**config.mk**
```make
export PLATFORM = sky130hd
export DESIGN_NAME = rx_block_assembler
export DESIGN_NICKNAME = d
export VERILOG_FILES = /design/src/rtl/mem_pkg.sv /design/src/rtl/rx_tx_pkg.sv /design/src/rtl/rx_block_assembler_crc32_d8.sv /design/src/rtl/rx_block_assembler.sv
export SDC_FILE = /design/constraint.sdc
export NUM_CORES = 2
export LEC_CHECK = 0
export CORE_UTILIZATION = 25
export DETAILED_ROUTE_END_ITERATION = 7
export PLACE_DENSITY = 0.44
export SKIP_CTS_REPAIR_TIMING = 1
export SYNTH_ARGS = -nofsm -noshare
export SYNTH_HDL_FRONTEND = slang
export SYNTH_SLANG_ARGS = --single-unit
```
**constraint.sdc**
```tcl
create_clock -name switch_clk -period 4.5 [get_ports switch_clk]
set_clock_uncertainty 0.05 [all_clocks]
set_input_delay 0.45 -clock switch_clk [delete_from_list [all_inputs] [get_ports switch_clk]]
set_output_delay 0.45 -clock switch_clk [all_outputs]
set_load 0.01 [all_outputs]
```
**src/rtl/mem_pkg.sv**
```systemverilog
// Packet-memory block geometry shared by the rx and tx MAC paths.
package mem_pkg;

    localparam int BLOCK_BYTES = 64;
    localparam int BYTES_W     = $clog2(BLOCK_BYTES) + 1;

    typedef logic [BLOCK_BYTES-1:0][7:0] block_t;

endpackage

```
**src/rtl/rx_tx_pkg.sv**
```systemverilog
// Framing constants and rx FSM encoding for the MAC datapaths.
package rx_tx_pkg;

    localparam logic [7:0]  PREAMBLE_BYTE = 8'h55;
    localparam logic [7:0]  SFD_BYTE      = 8'hD5;
    localparam logic [2:0]  MAX_PREAMBLE  = 3'd7;
    localparam logic [31:0] CRC_RESIDUE   = 32'hC704DD7B;

    typedef enum logic [1:0] {
        ST_IDLE = 2'd0,
        ST_PRE  = 2'd1,
        ST_DATA = 2'd2,
        ST_DROP = 2'd3
    } rx_state_t;

    // Residue is given MSB-first; the reflected CRC register holds it reversed.
    function automatic logic [31:0] bitrev32(input logic [31:0] x);
        logic [31:0] r;
        for (int i = 0; i < 32; i++) begin
            r[i] = x[31-i];
        end
        return r;
    endfunction

endpackage

```
**src/rtl/rx_block_assembler_crc32_d8.sv**
```systemverilog
// Combinational reflected CRC-32 (poly 0xEDB88320) update for one byte.
module crc32_d8 (
    input  logic [31:0] crc_i,
    input  logic [7:0]  data_i,
    output logic [31:0] crc_o
);

    logic [31:0] w_c;

    always_comb begin
        w_c = crc_i ^ {24'h0, data_i};
        for (int i = 0; i < 8; i++) begin
            w_c = w_c[0] ? ((w_c >> 1) ^ 32'hEDB88320) : (w_c >> 1);
        end
        crc_o = w_c;
    end

endmodule

```
**src/rtl/rx_block_assembler.sv**
```systemverilog
// Rx framing check and block packer into packet memory.
// Optional FCS residue check is enabled by defining RX_FCS_CHECK_EN.
module rx_block_assembler
    import rx_tx_pkg::*;
#(
    parameter int DATA_WIDTH      = 8,
    parameter int BLOCK_BYTES     = mem_pkg::BLOCK_BYTES,
    parameter int MIN_FRAME_BYTES = 64,
    parameter int MAX_FRAME_BYTES = 1518,
    parameter int LEN_W           = 11
) (
    input  logic                  switch_clk,
    input  logic                  switch_rst_n,
    input  logic [DATA_WIDTH-1:0] rx_data_i,
    input  logic                  rx_valid_i,
    input  logic                  rx_last_i,
    input  logic                  rx_err_i,
    output logic                  rx_ready_o,
    output logic                  mem_we_o,
    input  logic                  mem_ready_i,
    output logic [BLOCK_BYTES-1:0][DATA_WIDTH-1:0] mem_block_o,
    output logic                  mem_start_o,
    output logic                  mem_end_o,
    output logic [$clog2(BLOCK_BYTES):0] mem_bytes_o,
    output logic                  mem_err_o,
    output logic                  frame_done_o,
    output logic [LEN_W-1:0]      frame_len_o,
    output logic                  frame_ok_o
);

    localparam int IDX_W   = $clog2(BLOCK_BYTES);
    localparam int BYTES_W = IDX_W + 1;

    typedef logic [BLOCK_BYTES-1:0][DATA_WIDTH-1:0] blk_t;

    typedef struct packed {
        blk_t               data;
        logic               first;
        logic               last;
        logic [BYTES_W-1:0] bytes;
        logic               err;
        logic [LEN_W-1:0]   len;
    } desc_t;

    rx_state_t        r_state;
    logic [2:0]       r_pre_cnt;
    logic [IDX_W-1:0] r_idx;
    logic [LEN_W-1:0] r_len;
    logic             r_first;
    blk_t             r_fill;
    logic             r_out_v;
    desc_t            r_out;
    logic             r_pend_v;
    desc_t            r_pend;
    logic             r_done;
    logic [LEN_W-1:0] r_done_len;
    logic             r_done_ok;

    logic             w_acc_in;
    logic             w_acc_out;
    logic             w_out_free;
    logic             w_in_data;
    logic [LEN_W-1:0] w_len_nx;
    logic             w_over;
    logic             w_end;
    logic             w_close;
    logic             w_fcs_bad;
    logic             w_is_pre;
    logic             w_is_sfd;
    blk_t             w_fill_nx;
    desc_t            w_desc;

    assign w_acc_in   = rx_valid_i & ~r_pend_v;
    assign w_acc_out  = r_out_v & mem_ready_i;
    assign w_out_free = ~r_out_v | mem_ready_i;
    assign w_in_data  = w_acc_in & (r_state == ST_DATA);
    assign w_is_pre   = (rx_data_i == PREAMBLE_BYTE);
    assign w_is_sfd   = (rx_data_i == SFD_BYTE);
    assign w_len_nx   = r_len + LEN_W'(1);
    assign w_over     = (w_len_nx == LEN_W'(MAX_FRAME_BYTES + 1));
    assign w_end      = rx_last_i | rx_err_i | w_over;
    assign w_close    = w_in_data &
                        (w_end | (r_idx == IDX_W'(BLOCK_BYTES - 1)));

`ifdef RX_FCS_CHECK_EN
    logic [31:0] r_crc;
    logic [31:0] w_crc_nx;

    crc32_d8 u_crc (
        .crc_i  (r_crc),
        .data_i (rx_data_i),
        .crc_o  (w_crc_nx)
    );

    always_ff @(posedge switch_clk or negedge switch_rst_n) begin
        if (!switch_rst_n) begin
            r_crc <= '1;
        end else if (r_state != ST_DATA) begin
            r_crc <= '1;
        end else if (w_in_data) begin
            r_crc <= w_crc_nx;
        end
    end

    assign w_fcs_bad = (bitrev32(w_crc_nx) != CRC_RESIDUE);
`else
    assign w_fcs_bad = 1'b0;
`endif

    always_comb begin
        w_fill_nx        = r_fill;
        w_fill_nx[r_idx] = rx_data_i;
    end

    always_comb begin
        w_desc       = '0;
        w_desc.data  = w_fill_nx;
        w_desc.first = r_first;
        w_desc.last  = w_end;
        w_desc.bytes = {1'b0, r_idx} + BYTES_W'(1);
        w_desc.len   = w_len_nx;
        w_desc.err   = rx_err_i | w_over |
                       (rx_last_i & (w_len_nx < LEN_W'(MIN_FRAME_BYTES))) |
                       (rx_last_i & w_fcs_bad);
    end

    always_ff @(posedge switch_clk or negedge switch_rst_n) begin
        if (!switch_rst_n) begin
            r_state   <= ST_IDLE;
            r_pre_cnt <= '0;
            r_idx     <= '0;
            r_len     <= '0;
            r_first   <= 1'b0;
            r_fill    <= '0;
        end else if (w_acc_in) begin
            unique case (r_state)
                ST_IDLE: begin
                    if (w_is_pre && !rx_err_i && !rx_last_i) begin
                        r_state   <= ST_PRE;
                        r_pre_cnt <= 3'd1;
                    end else if (!rx_last_i) begin
                        r_state <= ST_DROP;
                    end
                end
                ST_PRE: begin
                    if (rx_err_i || rx_last_i) begin
                        r_state <= rx_last_i ? ST_IDLE : ST_DROP;
                    end else if (w_is_pre && r_pre_cnt != MAX_PREAMBLE) begin
                        r_pre_cnt <= r_pre_cnt + 3'd1;
                    end else if (w_is_sfd) begin
                        r_state <= ST_DATA;
                        r_idx   <= '0;
                        r_len   <= '0;
                        r_first <= 1'b1;
                    end else begin
                        r_state <= ST_DROP;
                    end
                end
                ST_DATA: begin
                    r_fill <= w_fill_nx;
                    r_len  <= w_len_nx;
                    if (w_close) begin
                        r_idx   <= '0;
                        r_first <= 1'b0;
                        if (w_end) begin
                            r_state <= rx_last_i ? ST_IDLE : ST_DROP;
                        end
                    end else begin
                        r_idx <= r_idx + IDX_W'(1);
                    end
                end
                ST_DROP: begin
                    if (rx_last_i) begin
                        r_state <= ST_IDLE;
                    end
                end
                default: r_state <= ST_IDLE;
            endcase
        end
    end

    // Pending slot only fills while the output is stalled; it drains first.
    always_ff @(posedge switch_clk or negedge switch_rst_n) begin
        if (!switch_rst_n) begin
            r_out_v    <= 1'b0;
            r_out      <= '0;
            r_pend_v   <= 1'b0;
            r_pend     <= '0;
            r_done     <= 1'b0;
            r_done_len <= '0;
            r_done_ok  <= 1'b0;
        end else begin
            if (r_pend_v) begin
                if (w_out_free) begin
                    r_out_v  <= 1'b1;
                    r_out    <= r_pend;
                    r_pend_v <= 1'b0;
                end
            end else if (w_close) begin
                if (w_out_free) begin
                    r_out_v <= 1'b1;
                    r_out   <= w_desc;
                end else begin
                    r_pend_v <= 1'b1;
                    r_pend   <= w_desc;
                end
            end else if (w_acc_out) begin
                r_out_v <= 1'b0;
            end
            r_done <= w_acc_out & r_out.last;
            if (w_acc_out && r_out.last) begin
                r_done_len <= r_out.len;
                r_done_ok  <= ~r_out.err;
            end
        end
    end

    assign rx_ready_o   = ~r_pend_v;
    assign mem_we_o     = r_out_v;
    assign mem_block_o  = r_out.data;
    assign mem_start_o  = r_out.first;
    assign mem_end_o    = r_out.last;
    assign mem_bytes_o  = r_out.bytes;
    assign mem_err_o    = r_out.err & r_out.last;
    assign frame_done_o = r_done;
    assign frame_len_o  = r_done_len;
    assign frame_ok_o   = r_done_ok;

endmodule

```
**Word level (Yosys, flattened, before mapping)**

Index checks and enable logic that the tools add are counted.

- Muxes and demuxes: 42
- Order comparisons: 3
- Equality and inequality tests: 18
- Bitwise logic cells: 17
- Reduce and logical (&&, ||, !) cells: 20
- Add/sub/neg operators: 4

Operator list:

| operator | number |
|---|---|
| 2-to-1 mux 533 bit | 4 |
| bitwise mux 512 bit | 1 |
| demux 8 bit (select 6 bit) | 1 |
| 2-to-1 mux 11 bit | 3 |
| 2-to-1 mux 6 bit | 4 |
| case mux 11 bit (2 select lines) | 1 |
| 2-to-1 mux 2 bit | 8 |
| != test 2 bit, second input constant | 8 |
| 2-to-1 mux 1 bit | 12 |
| case mux 6 bit (2 select lines) | 1 |
| AND reduction 6 bit | 2 |
| adder 11 x 1 -> 11 bit, second input constant | 1 |
| == test 11 bit, second input constant | 1 |
| less-than comparator 11 x 7 -> 1 bit, second input constant | 1 |
| AND reduction 5 bit | 2 |
| 2-to-1 mux 3 bit | 3 |
| != test 3 bit, second input constant | 3 |
| == test 8 x 7 -> 1 bit, second input constant | 1 |
| == test 8 bit, second input constant | 1 |
| 2-to-1 mux 8 bit | 1 |
| case mux 2 bit (4 select lines) | 1 |
| adder 6 x 1 -> 7 bit, second input constant | 1 |
| bitwise AND 1 bit | 7 |
| less-than comparator 6 x 7 -> 1 bit, second input constant | 1 |
| other kinds (18) | 35 |

- Output and inout port bits: 537
- Word-level logic and storage cells: 316
- Bits of input ports: 14
- Flip-flop bits (word level): 1616

**Longest topological paths before layout**

- Depth after elaboration: 8
- Mapped depth: 12

**Least setup slack after synthesis**

OpenSTA, ideal clock, no wires.

- Kind: reg2reg
- Start: register r_len[0]
- End: register r_pend[16] (netlist bit)
- Stages on the path, launching flop included: 12
- Library setup time: 0.125 ns
- Period minus slack after synthesis: 2.455 ns
- Arrival: 2.280 ns
- Data required time: 4.325 ns
- Setup slack: 2.045 ns
- Path through: dfrtp_1 > ha_1 > and4_1 > buf_2 > xnor2_1 > o22ai_1 > a31o_1 > buf_2 > and2_1 > buf_2 > buf_2 > mux2_2

- Cells in the longest elaborated chain, start to end: 6

RTL lines:

| what | RTL line | source |
|---|---|---|
| from (decl) | rx_block_assembler.sv:48 | `logic [LEN_W-1:0] r_len;` |
| from (signal assigned) | rx_block_assembler.sv:161 | `r_len <= w_len_nx;` |
| adder 11 x 1 -> 11 bit | rx_block_assembler.sv:79 | `assign w_len_nx = r_len + LEN_W'(1);` |
| == test 11 bit | rx_block_assembler.sv:80 | `assign w_over = (w_len_nx == LEN_W'(MAX_FRAME_BYTES + 1));` |
| OR 1 bit | rx_block_assembler.sv:81 | `assign w_end = rx_last_i \| rx_err_i \| w_over;` |
| OR 1 bit | rx_block_assembler.sv:83 | `(w_end \| (r_idx == IDX_W'(BLOCK_BYTES - 1)));` |
| bitwise AND 1 bit | rx_block_assembler.sv:82 | `assign w_close = w_in_data &` |
| AND reduction 3 bit (no line) | -- |  |
| to (signal assigned) | rx_block_assembler.sv:205 | `r_pend <= w_desc;` |
| to (decl) | rx_block_assembler.sv:54 | `desc_t r_pend;` |

Every way passes these cells.
A chain may end at the register's enable or synchronous reset.

**Worst setup path in the final report**

- Start: register r_len[0]
- End: register r_out, in the netlist mem_block_o[385]

- Cells in the longest elaborated chain, start to end: 7

RTL lines:

| what | RTL line | source |
|---|---|---|
| adder 11 x 1 -> 11 bit | rx_block_assembler.sv:79 |  |
| == test 11 bit | rx_block_assembler.sv:80 |  |
| OR 1 bit | rx_block_assembler.sv:81 |  |
| OR 1 bit | rx_block_assembler.sv:83 |  |
| bitwise AND 1 bit | rx_block_assembler.sv:82 |  |
| nonzero test 2 bit (no line) | -- |  |
| AND reduction 2 bit (no line) | -- |  |
| to (signal assigned) | rx_block_assembler.sv:196 | `r_out <= r_pend;` |
| to (signal assigned) | rx_block_assembler.sv:202 | `r_out <= w_desc;` |
| to (decl) | rx_block_assembler.sv:52 | `desc_t r_out;` |

Every way passes these cells.

==> out/metrics.yaml <==
tightest_slew_ns: 1.26
worstPathArrival_ns: 4.25
ys.flop_type: "dfrtp_1"
stdcell_area_mm2: 0.0863
cts.htree.levels: 4
grt.overflow.total: 0
drive_gt1_share_pct: 14.4
cts-root-buf: "clkbuf_16"
ys_types: 53
syn2layout_area_growth_pct: 16.3
layout_commonest_cell: "dfrtp_1"
syn_avg_cell_area_um2: 10.6
slew-limit-headroom_pct: 16.2
critPathLaunch: "r_len[0]"
start_util_pct: 25.2
setup_violations: 0
netlist_instances: 6976
place_inst: 10502
first_global_vias: 51854
grtUsageTotal_pct: 16.8
outcome: "completed"
yosysWarningCount: 0
rr_worst_depth: 9
r2r-start: "r_len[0]"
nets: 6799
synth-seq-cells: 1616
path_max_fanout: 79
cap_viol_max_count: 0
grt_max_degree: 228
port_buffers: 550
synth_seq_area_share_pct: 54.5
detail-route-antenna-nets: 0
async_reset_ff_share_pct: 100
clockBufferDepth: 4
gp_congestion: 0.748
dieWidth_um: 547
cp-endpoint: "mem_block_o[385]"
hp-class: "primary input to register"
fin_cells: 10853
placed_area_mm2: 0.0799
critPathKind: "register to register"
cts-buffers-inserted: 193
powerDensity_mw_per_mm2: 591
floorplan.rows: 199
slew_viol_final: 0
synth_area_leaders: "dfrtp_1 (55%), a21oi_1 (7.1%), mux2i_1 (7.0%), a221oi_2 (6.1%), buf_4 (5.4%)"
hold_viol: 0
fmaxAchievable_mhz: 281
setup_ws_ns: 0.945
rrSetupSlack_ns: 0.95
die_area_mm2: 0.299
ir_drop_mv: 0.301
synth_compound_area_share_pct: 20.5
clkTransAtPathRegs_ns: 0.06
vias_per_cell: 4.79
boundaryPins: 551
first_pass_iters: 5
yosys-mux-area-fraction_pct: 7.08
wl_per_cell_um: 23.7
synth_top_area_cell: "dfrtp_1"
leakagePower_uw: 0.0377
antenna_found_initial: 8
cts_tree: "done"
remaining_drc_errors: 0
cp-start-kind: "register"
synth_top_area_share_pct: 54.5
nFillCells: 30185
post-route-period-util_pct: 79.0
die_h_um: 547
cp-end-kind: "register"
vias: 52033
clk_latency_ns: 0.87
syn_area_mm2: 0.0742
yosys.area_share.xor_xnor_pct: 0.165
place_ws_ns: 0.971
rsz0062_at_grt: "no"
synth_top_family_by_area: "compound AO/OA/AOI/OAI gates"
grt_pass1_wl_um: 379000
layout_min_cycle_time_ns: 3.55
wl_um: 257000
core_mm2: 0.295
required_ns: 5.20
setup_tns_ns: 0
synthAdderAreaFrac_pct: 0.0843
drt_iter0_markers: 4368
dp_hpwl_um: 152000
syn_nets: 6995
cts.sinks: 1616
timing.rr.end: "mem_block_o[385]"
synth-edff-count: 0
synthSimpleGateAreaFrac_pct: 6.92
layout_common_cells: "dfrtp_1 (1,616), a21oi_1 (1,055), nand2_1 (592), clkdlybuf4s50_1 (541), o21ai_0 (537)"
final_util_pct: 29.3
[flip-flops by register name (all words and copies together) (netlist names)]
name	flops
frame_done_o	1
frame_len_o	11
frame_ok_o	1
mem_block_o	512
mem_bytes_o	7
mem_end_o	1
mem_start_o	1
mem_we_o	1
r_fill	512
r_first	1
r_idx	6
r_len	11
r_out	12
r_pend	533
r_pend_v	1
r_pre_cnt	3
r_state	2
[worst max-delay path, stage by stage (launching register included)]
cell and delay [ns]:
dfrtp_1 0.44, ha_1 0.27, nor2b_1 0.20, nor2_1 0.12, nor4_1 0.43, a31o_4 0.38
buf_12 0.33, buf_4 0.76, nand3_1 0.17, o221a_1 0.17
[synth_stat cells, drive strengths merged (2+ instances only)]
master and number:
dfrtp 1616, a21oi 1055, buf 750, nand2 594, o21ai 539, mux2i 517, nor2 371, clkbuf 348
inv 333, a221oi 327, nand3 209, o221a 205, nor3 10, xnor2 9, or2 8, mux2 7
nand3b 6, nor3b 6, o31ai 6, a22o 5, and2 5, ha 5, xor2 5, and3 4
nand2b 4, nor2b 4, nor4 4, a211o 3, or3 3, and3b 2, nand4 2, o21a 2
or3b 2
[kinds of logic (layout without fill, tap and decap cells)]
group	Yosys count	count (layout)
AOI/OAI and AO/OA	2147	2147
xor gates and xnor gates	14	14
adders and majority gates	5	5
buffers and inverters	1431	1386
DFF	1616	1616
muxes	524	524
other	0	3
and+or+nand+nor	1239	1239
[metal layers]
layer  GRT usage (%)  vias up  routed length, µm
li1                -    23586                  -
met1            23.7    26554             118000
met2            26.3     1575             117000
met3            2.84      312              14100
met4            4.98        6               7660
met5               0        -                 36
[metrics by stage]
step | hold WS, ns | total power, µW
after floorplan | 0.104 | 30200
after CTS | -0.504 | 51700
after global placement | 0.410 | 35200
after global routing | 0.0722 | 53600
after detailed placement | 0.419 | 35400
final | 0.110 | 51000
[area by class of cell]
type	instances	area, µm²	share of cell area, %
repair buffers	707	7460	8.65
flip-flops and latches	1616	40400	46.9
clock inverters	62	752	0.872
multi-input cells	3929	25900	30.0
inverters	333	1250	1.45
diodes	3	7.51	0.00870
clock buffers	284	5600	6.49
well taps	3919	4900	5.68
[power by group]
group | internal [µW] | switching (µW)
sequential | 18800 | 3610
clock | 9230 | 6660
combinational | 6750 | 5980
total | 34700 | 16200
[worst min-delay path by stage]
stage	from	endpoint	cells after the start
6_report	rx_data_i[4]	r_pend[529]	3
5_1_grt	rx_data_i[4]	r_pend[529]	3
4_1_cts	switch_rst_n	mem_block_o[10]	1
3_5_place_dp	r_fill[329]	r_fill[329]	2
3_3_place_gp	r_fill[187]	r_fill[187]	2
2_1_floorplan	switch_rst_n	frame_done_o	0
(Power assumes the default switching activity.)
